File: src/rtl/conv_post_accum_pkg.sv
// Shared constants and the requantization helper used by the convolution post-processing stages.
package conv_pkg;
   localparam int CONV_SUM_W     = 21;
   localparam int CONV_ADDER_LAT = 5;
   localparam int CONV_OUT_W     = 8;

   typedef struct packed {
      logic               clip;
      logic signed [63:0] val;
   } sat_res_t;

   // Round-half-up arithmetic right shift, then clamp to a signed ow-bit range.
   // Evaluated at 64 bits so the rounding add can never wrap.
   function automatic sat_res_t sat_round(input logic signed [63:0] v,
                                          input int unsigned        sh,
                                          input int unsigned        ow);
      sat_res_t           res;
      logic signed [63:0] r;
      logic signed [63:0] hi;
      logic signed [63:0] lo;
      r = v;
      if (sh > 0) begin
         r = (v + (64'sd1 <<< (sh - 1))) >>> sh;
      end
      hi = (64'sd1 <<< (ow - 1)) - 64'sd1;
      lo = -(64'sd1 <<< (ow - 1));
      res.clip = 1'b0;
      res.val  = r;
      if (r > hi) begin
         res.clip = 1'b1;
         res.val  = hi;
      end else if (r < lo) begin
         res.clip = 1'b1;
         res.val  = lo;
      end
      return res;
   endfunction
endpackage

File: src/rtl/conv_post_accum_if.sv
// Pixel output stream: valid/ready handshake carrying one signed pixel.
interface conv_post_accum_if #(
   parameter int OUT_W = 8
) ();
   logic                    out_valid;
   logic                    out_ready;
   logic signed [OUT_W-1:0] out_data;

   modport master (output out_valid, output out_data, input out_ready);
   modport slave  (input out_valid, input out_data, output out_ready);
endinterface

File: src/rtl/conv_post_accum_fifo.sv
// First-word-fall-through FIFO with occupancy count; head reads as 0 while empty.
module sync_fifo #(
   parameter int DEPTH = 8,
   parameter int WIDTH = 8
) (
   input  logic                     clk,
   input  logic                     rst_n,
   input  logic                     wr_en,
   input  logic [WIDTH-1:0]         wr_data,
   input  logic                     rd_en,
   output logic [WIDTH-1:0]         rd_data,
   output logic                     empty,
   output logic                     full,
   output logic [$clog2(DEPTH):0]   count
);
   localparam int AW = $clog2(DEPTH);
   localparam int CW = AW + 1;

   logic [WIDTH-1:0] mem [DEPTH];
   logic [AW-1:0]    wr_ptr_reg;
   logic [AW-1:0]    rd_ptr_reg;
   logic [CW-1:0]    count_reg;
   logic             do_rd;
   logic             do_wr;

   assign empty = (count_reg == '0);
   assign full  = (count_reg == CW'(DEPTH));
   assign count = count_reg;
   assign do_rd = rd_en && !empty;
   // A full FIFO still accepts a write when the head leaves in the same cycle.
   assign do_wr = wr_en && (!full || do_rd);
   assign rd_data = empty ? '0 : mem[rd_ptr_reg];

   always_ff @(posedge clk) begin
      if (do_wr) begin
         mem[wr_ptr_reg] <= wr_data;
      end
   end

   always_ff @(posedge clk) begin
      if (!rst_n) begin
         wr_ptr_reg <= '0;
         rd_ptr_reg <= '0;
         count_reg  <= '0;
      end else begin
         if (do_wr) wr_ptr_reg <= wr_ptr_reg + 1'b1;
         if (do_rd) rd_ptr_reg <= rd_ptr_reg + 1'b1;
         count_reg <= count_reg + CW'(do_wr) - CW'(do_rd);
      end
   end
endmodule

File: src/rtl/conv_post_accum.sv
// Post-adder-tree stage: aligns tree sums, accumulates channels, biases, requantizes and buffers pixels.
module conv_post_accum
   import conv_pkg::*;
#(
   parameter int SUM_W      = CONV_SUM_W,
   parameter int ADDER_LAT  = CONV_ADDER_LAT,
   parameter int N_CH       = 3,
   parameter int ACC_W      = 32,
   parameter int BIAS_W     = 16,
   parameter int OUT_W      = CONV_OUT_W,
   parameter int SHIFT      = 8,
   parameter int FIFO_DEPTH = 8
) (
   input  logic                          clk,
   input  logic                          rst_n,
   input  logic                          win_valid,
   input  logic signed [SUM_W-1:0]       sum_in,
   input  logic signed [BIAS_W-1:0]      bias,
   input  logic                          relu_en,
   output logic                          issue_ok,
   output logic [$clog2(FIFO_DEPTH):0]   fifo_count,
   output logic                          sat_sticky,
   output logic                          ovf_sticky,
   conv_post_accum_if.master             pix
);
   localparam int CH_W = (N_CH > 1) ? $clog2(N_CH) : 1;

   logic [ADDER_LAT-1:0]    vld_sr_reg;
   logic                    vld_a;
   logic [CH_W-1:0]         ch_cnt_reg;
   logic                    last_ch;
   logic signed [ACC_W-1:0] acc_reg;
   logic signed [ACC_W-1:0] acc_next;
   logic signed [ACC_W-1:0] s1_reg;
   logic                    s1_vld_reg;
   logic signed [ACC_W-1:0] relu_val;
   sat_res_t                post;
   logic [OUT_W-1:0]        pix_val;
   logic                    fifo_empty;
   logic                    fifo_full;
   logic                    pop;
   logic                    drop;
   logic [31:0]             inflight;
   logic                    sat_reg;
   logic                    ovf_reg;

   // The tree has no valid of its own, so win_valid is replayed ADDER_LAT cycles later.
   for (genvar gi = 0; gi < ADDER_LAT; gi++) begin : g_vld
      always_ff @(posedge clk) begin
         if (!rst_n) begin
            vld_sr_reg[gi] <= 1'b0;
         end else begin
            if (gi == 0) vld_sr_reg[gi] <= win_valid;
            else         vld_sr_reg[gi] <= vld_sr_reg[(gi == 0) ? 0 : gi - 1];
         end
      end
   end

   assign vld_a    = vld_sr_reg[ADDER_LAT-1];
   assign last_ch  = (ch_cnt_reg == CH_W'(N_CH - 1));
   assign acc_next = (ch_cnt_reg == '0) ? ACC_W'(sum_in) : acc_reg + ACC_W'(sum_in);

   always_ff @(posedge clk) begin
      if (!rst_n) begin
         ch_cnt_reg <= '0;
         acc_reg    <= '0;
         s1_reg     <= '0;
         s1_vld_reg <= 1'b0;
      end else begin
         if (vld_a) begin
            acc_reg    <= acc_next;
            ch_cnt_reg <= last_ch ? '0 : ch_cnt_reg + 1'b1;
         end
         s1_vld_reg <= vld_a && last_ch;
         if (vld_a && last_ch) begin
            s1_reg <= acc_next + ACC_W'(bias);
         end
      end
   end

   always_comb begin
      relu_val = (relu_en && s1_reg[ACC_W-1]) ? '0 : s1_reg;
      post     = sat_round(64'(relu_val), SHIFT, OUT_W);
      pix_val  = OUT_W'(post.val);
   end

   assign pop  = pix.out_valid && pix.out_ready;
   assign drop = s1_vld_reg && fifo_full && !pop;

   sync_fifo #(
      .DEPTH (FIFO_DEPTH),
      .WIDTH (OUT_W)
   ) u_fifo (
      .clk     (clk),
      .rst_n   (rst_n),
      .wr_en   (s1_vld_reg),
      .wr_data (pix_val),
      .rd_en   (pop),
      .rd_data (pix.out_data),
      .empty   (fifo_empty),
      .full    (fifo_full),
      .count   (fifo_count)
   );

   assign pix.out_valid = !fifo_empty;

   always_ff @(posedge clk) begin
      if (!rst_n) begin
         sat_reg <= 1'b0;
         ovf_reg <= 1'b0;
      end else begin
         sat_reg <= sat_reg | (s1_vld_reg & post.clip);
         ovf_reg <= ovf_reg | drop;
      end
   end

   assign sat_sticky = sat_reg;
   assign ovf_sticky = ovf_reg;

   // Every window in flight is counted as a future pixel so the FIFO can never be overrun.
   always_comb begin
      inflight = {31'd0, s1_vld_reg};
      for (int i = 0; i < ADDER_LAT; i++) begin
         inflight = inflight + {31'd0, vld_sr_reg[i]};
      end
   end

   assign issue_ok = (32'(fifo_count) + inflight) < 32'(FIFO_DEPTH);
endmodule

File: src/flat_wrapper.sv
// flat-port wrapper written by rule: the top's interface ports become plain ports
module conv_post_accum_flat import conv_pkg::*;
#(
   parameter int SUM_W      = CONV_SUM_W,
   parameter int ADDER_LAT  = CONV_ADDER_LAT,
   parameter int N_CH       = 3,
   parameter int ACC_W      = 32,
   parameter int BIAS_W     = 16,
   parameter int OUT_W      = CONV_OUT_W,
   parameter int SHIFT      = 8,
   parameter int FIFO_DEPTH = 8
)
  (clk, rst_n, win_valid, sum_in, bias, relu_en, issue_ok, fifo_count, sat_sticky, ovf_sticky, pix_out_valid, pix_out_data, pix_out_ready);
  conv_post_accum_if #(.OUT_W(OUT_W)) pix_i ();
  input  logic clk;
  input  logic rst_n;
  input  logic win_valid;
  input  logic signed [SUM_W-1:0] sum_in;
  input  logic signed [BIAS_W-1:0] bias;
  input  logic relu_en;
  output logic issue_ok;
  output logic [$clog2(FIFO_DEPTH):0] fifo_count;
  output logic sat_sticky;
  output logic ovf_sticky;
  output wire logic [$bits(pix_i.out_valid)-1:0] pix_out_valid;
  output wire logic [$bits(pix_i.out_data)-1:0] pix_out_data;
  input wire logic [$bits(pix_i.out_ready)-1:0] pix_out_ready;
  assign pix_out_valid = pix_i.out_valid;
  assign pix_out_data = pix_i.out_data;
  assign pix_i.out_ready = pix_out_ready;
  conv_post_accum #(.SUM_W(SUM_W), .ADDER_LAT(ADDER_LAT), .N_CH(N_CH), .ACC_W(ACC_W), .BIAS_W(BIAS_W), .OUT_W(OUT_W), .SHIFT(SHIFT), .FIFO_DEPTH(FIFO_DEPTH)) u_core (.clk(clk), .rst_n(rst_n), .win_valid(win_valid), .sum_in(sum_in), .bias(bias), .relu_en(relu_en), .issue_ok(issue_ok), .fifo_count(fifo_count), .sat_sticky(sat_sticky), .ovf_sticky(ovf_sticky), .pix(pix_i));
endmodule
File: config.mk
export PLATFORM = sky130hd
export DESIGN_NAME = conv_post_accum_flat
export DESIGN_NICKNAME = d
export VERILOG_FILES = /design/src/rtl/conv_post_accum_pkg.sv /design/src/rtl/conv_post_accum_if.sv /design/src/rtl/conv_post_accum_fifo.sv /design/src/rtl/conv_post_accum.sv /design/src/flat_wrapper.sv
export SDC_FILE = /design/constraint.sdc
export NUM_CORES = 1
export LEC_CHECK = 0
export BUFFER_PORTS_ARGS = -buffer_cell sky130_fd_sc_hd__buf_2
export CAP_MARGIN = 20
export CORE_MARGIN = 3
export CORE_UTILIZATION = 60
export CTS_BUF_LIST = sky130_fd_sc_hd__clkbuf_4 sky130_fd_sc_hd__clkbuf_8
export CTS_CLUSTER_SIZE = 30
export DETAILED_ROUTE_END_ITERATION = 8
export PLACE_DENSITY = 0.87
export SETUP_SLACK_MARGIN = 0.2
export SLEW_MARGIN = 5
export SYNTH_ARGS = -nofsm -noshare
export SYNTH_HDL_FRONTEND = slang
export SYNTH_SLANG_ARGS = --single-unit
File: constraint.sdc
create_clock -name clk -period 13 [get_ports clk]
set_input_delay 0.65 -clock clk [delete_from_list [all_inputs] [get_ports clk]]
set_output_delay 0.65 -clock clk [all_outputs]
set_load 0.03 [all_outputs]
# Word-level counts from Yosys, hierarchy flattened
# Memories as Yosys holds them, arrays and structs flattened. A register that Yosys moved wholly into a read port is not among the register bits.
# Cells that the tools add are included.
[totals] in_bits=42 output_inout_bits=16 regBits=84 mem_count=1 wordCells=60 ram_bits=64
[memory_table] name="u_core.u_fifo.mem" depth=8 width=8 rd=1 rd_ports_with_merged_regs=1 write_ports=1 line_no="conv_post_accum_fifo.sv:19" text="logic [WIDTH-1:0] mem [DEPTH];"
[classes] n_eq_ne=2 addsub=14 reduce_logical=13 muxes=10 magnitude_cmp=3 bitwise_logic=3
[op_table] operator="$mux W65" n=2
[op_table] operator="$add A32 B1 Y32" n=4
[op_table] operator="$mux W32" n=2
[op_table] operator="$add A32 B9 Y33 const B" n=1
[op_table] operator="$add A32 B16 Y32" n=1
[op_table] operator="$add A32 B21 Y32" n=1
[op_table] operator="$add A4 B32 Y32" n=1
[op_table] operator="$lt A32 B4 Y1 const B" n=1
[op_table] operator="$gt A25 B8 Y1 const B" n=1
[op_table] operator="$lt A25 B8 Y1 const B" n=1
[op_table] operator="$mux W8" n=1
[op_table] operator="$logic_and A1 B1 Y1" n=7
[op_table] operator="$add A3 B1 Y3 const B" n=2
[op_table] operator="$mux W3" n=2
[op_table] operator="$add A4 B1 Y4" n=1
[op_table] operator="$eq A4 B4 Y1 const B" n=1
[op_table] operator="$logic_not A4 Y1" n=1
[op_table] operator="$sub A4 B1 Y4" n=1
[op_table] operator="$logic_not A1 Y1" n=3
[op_table] operator="$add A1 B1 Y2" n=1
[op_table] operator="$add A2 B1 Y2 const B" n=1
[op_table] operator="$eq A2 B2 Y1 const B" n=1
[op_table] operator="$logic_not A2 Y1" n=1
[op_table] operator="$mux W1" n=2
[op_table] operator="other kinds (4)" n=5

# Depth between registers and ports, before layout
[depth] word_depth=8 ltp_mapped=22 ltp_nobuf=22

# Hierarchy
# From an unflattened synthesis, not the netlist that was laid out.
[hier_totals] hier_cells=988 hier_area_um2=9397.8
[by_module_without_submodules] module="conv_post_accum" area_per_inst_um2=6243.5 cells_each=807 instances=1 seq_area_each_um2=1341.3
[by_module_without_submodules] module="sync_fifo" area_per_inst_um2=3154.3 cells_each=181 instances=1 seq_area_each_um2=2182.1

# Least setup slack after synthesis
# Ideal clock, no wire load.
[synth_timing] path_type="in2reg" startpoint="in sum_in[0]" endpoint="reg u_core.s1_reg[24]" setup_time_ns=0.118 path_stages=21 t_required_ns=12.882 path_buffers=0 arrival_time_ns=4.384 path_slack_ns=8.498 cell_sequence="ha_1 inv_1 fa_1 nor2b_1 o31a_1 o21ai_1 a21oi_1 o2111ai_1 a21oi_1 xnor2_1 a21oi_1 ha_1 nand3_1 nor2_1 a221oi_1 o21ai_0 a31o_2 a41o_1 a221oi_1 xor2_1 o21ai_1"
[synth_between] elab_chain_len=3
[synth_lines] item="start, declared" line_no="flat_wrapper.sv:18" text="input logic signed [SUM_W-1:0] sum_in;"
[synth_lines] item="$add A32 B21 Y32" line_no="conv_post_accum.sv:61" text="assign acc_next = (ch_cnt_reg == '0) ? ACC_W'(sum_in) : acc_reg + ACC_W'(sum_in);"
[synth_lines] item="$mux W32" line_no="conv_post_accum.sv:61"
[synth_lines] item="net u_core.acc_next[18]" line_no="conv_post_accum.sv:33" text="logic signed [ACC_W-1:0] acc_next;"
[synth_lines] item="$add A32 B16 Y32" line_no="conv_post_accum.sv:76" text="s1_reg <= acc_next + ACC_W'(bias);"
[synth_lines] item="end signal, assigned" line_no="conv_post_accum.sv:76"
[synth_lines] item="end, declared" line_no="conv_post_accum.sv:34" text="logic signed [ACC_W-1:0] s1_reg;"
# The timed path passes the listed nets, and every way through them passes these cells.
# A chain may end at the register's enable or synchronous reset.

# Worst setup path in the final report
[layout_timing] startpoint="reg u_core.acc_reg[0]" endpoint="reg u_core.s1_reg[24]"
[layout_between] elab_chain_len=3
[layout_lines] item="start, declared" line_no="conv_post_accum.sv:32" text="logic signed [ACC_W-1:0] acc_reg;"
[layout_lines] item="start signal, assigned" line_no="conv_post_accum.sv:71" text="acc_reg <= acc_next;"
[layout_lines] item="$add A32 B21 Y32" line_no="conv_post_accum.sv:61"
[layout_lines] item="$mux W32" line_no="conv_post_accum.sv:61"
[layout_lines] item="net u_core.acc_next[18]" line_no="conv_post_accum.sv:33"
[layout_lines] item="$add A32 B16 Y32" line_no="conv_post_accum.sv:76"
# The timed path passes the listed nets, and every way through them passes these cells.

==> flow_metrics.py <==
metrics = {
    "clock_network": {
        "cts_buffer_depth": 2,
        "post_cts_buffers": 0,
        "root_buffer": "clkbuf_8",
        "clk_pin_slew_worst_paths_ps": 100,
        "clkLatencyLatePin_ps": 470,
        "clock_sinks": 144,
        "postCtsHoldBufs": 0,
        "cts_resized": 0,
        "tritoncts": "done",
        "htree_levels": 4,
        "cts_buffers": 17,
    },
    "sta": {
        "min_period_ps": 4770,
        "fmaxAchievable_mhz": 210,
        "relSlewSlack": 0.343,
        "hold_violations": 0,
        "holdWs_ps": 387,
        "setup_violations": 0,
        "rsz0062_at_grt": "no",
        "worstMarginPinSlew_ps": 982,
        "fin_skew_ps": 23.3,
        "slew_viol_final": 0,
        "tns_ps": 0,
        "post-route-period-util": 0.367,
    },
    "floorplan": {
        "row_count": 45,
        "io_pins": 58,
        "initial_core_util": 0.626,
        "die_w_um": 133,
        "die-area_mm2": 0.0178,
        "core_area_mm2": 0.0155,
        "die_h_um": 133,
    },
    "worst_hold_path": {
        "hold_depth": 2,
        "hold_path_class": "in -> reg",
    },
    "critical_path": {
        "slowest_stage": "fa_1",
        "crit_buf_inv": 1,
        "max_stage_delay_ps": 380,
        "critPathLaunchType": "flop",
        "worst-path-stages": 21,
        "crit_family": "compound AO/OA/AOI/OAI gates",
        "cp-end-kind": "flop",
        "cp_common_cell": "a21oi_1",
        "arrival_ps": 5130,
        "crit_type": "reg -> reg",
        "path_cells": "ha_1 > inv_1 > fa_1 > nor2b_1 > o31a_1 > o21ai_1 > a21oi_1 > o2111ai_1 > a21oi_1 > xnor2_1 > a21oi_1 > ha_1 > nand3_1 > nor2_1 > a221oi_1 > o21ai_0 > a31o_2 > a41o_1 > a221oi_1 > xor2_1 > o21ai_1",
        "cp_data_required_time_ps": 13360,
        "r2r_cells": 21,
        "crit_path_max_fanout": 5,
    },
    "yosys": {
        "ys_types": 77,
        "yosysMostFrequentCell": "nand2_1",
        "synth.area.top_cells": "edfxtp_1 (20%), dfxtp_1 (16%), ha_1 (10%), nand2_1 (4.0%), a21oi_1 (4.0%)",
        "yosysTopAreaCell": "edfxtp_1",
        "async_reset_ff_frac": 0,
        "yosysSeqAreaShare": 0.362,
        "syn_nets": 1176,
        "yosys-top-cells-count": "nand2_1 (105), nor2_1 (85), dfxtp_1 (80)",
        "syn_area_mm2": 0.00974,
        "netlist_instances": 1052,
        "synth_seq_cells": 144,
        "ys_warn_count": 0,
        "synth_area_per_cell_um2": 9.25,
        "synth_top_area_frac": 0.197,
        "synth_edf_count": 64,
        "synth_ff_type": "dfxtp_1",
    },
    "finish": {
        "ff_latch_area_mm2": 0.00352,
        "largest_register_ffs": 64,
        "diodes": 0,
        "final_nets": 1214,
        "fill_cells": 1215,
        "multi_input_area_mm2": 0.00588,
        "drive_gt1_frac": 0.127,
        "areaGrowthSynthToFinish_pct": 8.91,
    },
    "global_route": {
        "first_global_vias": 7488,
        "grt-ovfl-total": 0,
        "grt_start_max_net_pins": 53,
        "grt_usage": 0.244,
        "grt_antenna_before_repair": 0,
        "grt_pass1_wl_um": 35800,
    },
    "drt": {
        "vias_per_cell": 6.14,
        "drc": 0,
        "firstDrtPassIters": 5,
        "drt-wirelength-per-cell_um": 16.6,
        "vias": 8065,
        "postRouteWirelength_um": 21800,
        "final_antenna_net_count": 0,
        "drt_iter0_drc": 579,
    },
    "placed_design": {
        "hpwl_um": 15900,
        "portBuffers": 57,
        "routabilityCongestion": 0.999,
    },
    "run": {
        "cap_violations": 0,
    },
    "power_and_ir_drop": {
        "p_leak_uw": 0.00419,
        "power_density_mw_per_mm2": 114,
        "vdd_drop_max_mv": 0.0732,
    },
    "status": {
        "outcome": "finished, final reports clean",
    },
}
[worst paths after layout]
check,to,slack (ps),from
setup / recovery,u_core.s1_reg[24],8230,u_core.acc_reg[0]
hold reg to reg,flop,480,u_core.u_fifo.rd_ptr_reg[1]
setup reg to reg,u_core.s1_reg[24],8230,u_core.acc_reg[0]
hold / removal,u_core.vld_sr_reg[0],390,win_valid
[placed cells by master (no fill, tap or decap), types with 5 or more instances in the layout]
| cell type | Yosys | final |
|---|---|---|
| and2_1 | 21 | 21 |
| o211ai_1 | 9 | 9 |
| o21a_1 | 12 | 12 |
| ha_1 | 78 | 78 |
| inv_1 | 40 | 40 |
| nand3_1 | 38 | 38 |
| edfxtp_1 | 64 | 64 |
| mux4_2 | 16 | 16 |
| a211o_1 | 10 | 10 |
| nand2_1 | 105 | 105 |
| inv_8 | 0 | 7 |
| mux2i_1 | 24 | 24 |
| dfxtp_1 | 80 | 79 |
| or2_2 | 5 | 5 |
| buf_4 | 0 | 7 |
| a21o_1 | 30 | 30 |
| o21ai_1 | 14 | 14 |
| a31oi_1 | 14 | 14 |
| or3_1 | 5 | 5 |
| a211oi_1 | 17 | 17 |
| nand2b_1 | 11 | 11 |
| and3_1 | 11 | 11 |
| nor2_1 | 85 | 85 |
| o21ai_0 | 37 | 37 |
| nand3b_1 | 6 | 6 |
| clkbuf_8 | 0 | 17 |
| nand4_1 | 15 | 15 |
| o21ba_2 | 5 | 5 |
| nor3_1 | 17 | 17 |
| xnor2_1 | 39 | 39 |
| xor2_1 | 19 | 19 |
| buf_2 | 1 | 57 |
| a311oi_1 | 7 | 7 |
| a21oi_1 | 77 | 77 |
| nand4b_1 | 7 | 7 |
| o31ai_1 | 10 | 10 |
[cell families after synthesis]
family | share of synthesized area
simple gates | 0.176
compound gates | 0.201
flops | 0.362
buf+inv | 0.0344
fa+ha+maj | 0.108
xor+xnor | 0.0522
mux | 0.0652
[where the power goes]
group          switching, uW  internal (uW)  leakage (uW)
logic                    203            145       0.00274
registers               20.7            480       0.00124
clock network            214            149      0.000210
[routing by layer]
metal  GRT usage  vias up  part of all wire
li1            -     4003                 -
met1       0.322     3759              0.44
met2       0.416      262              0.49
met3      0.0336       41             0.050
met4      0.0840        0             0.020
met5           0        -                 0
[through the flow]
step | worst slack (ps) | power (uW) | util | std cells | instance area (um^2)
detailed placement | 7910 | 849 | 0.654 | 1281 | 10200
floorplan | 8500 | 767 | - | 1052 | 9740
global placement | 8050 | 835 | 0.654 | 1281 | 10200
CTS | 8290 | 1210 | 0.681 | 1313 | 10600
finish | 8230 | 1210 | 0.682 | 1314 | 10600
global route | 7960 | 1270 | 0.682 | 1314 | 10600
[layout make-up]
| class | instances | share of cell area |
|---|---|---|
| flip-flops and latches | 144 | 0.332 |
| clock buffers | 17 | 0.0221 |
| well taps | 211 | 0.0249 |
| clock inverters | 15 | 0.0169 |
| repair buffers | 65 | 0.0345 |
| inverters | 41 | 0.0145 |
| multi-input cells | 821 | 0.555 |
Power figures use the tool's default switching activity.
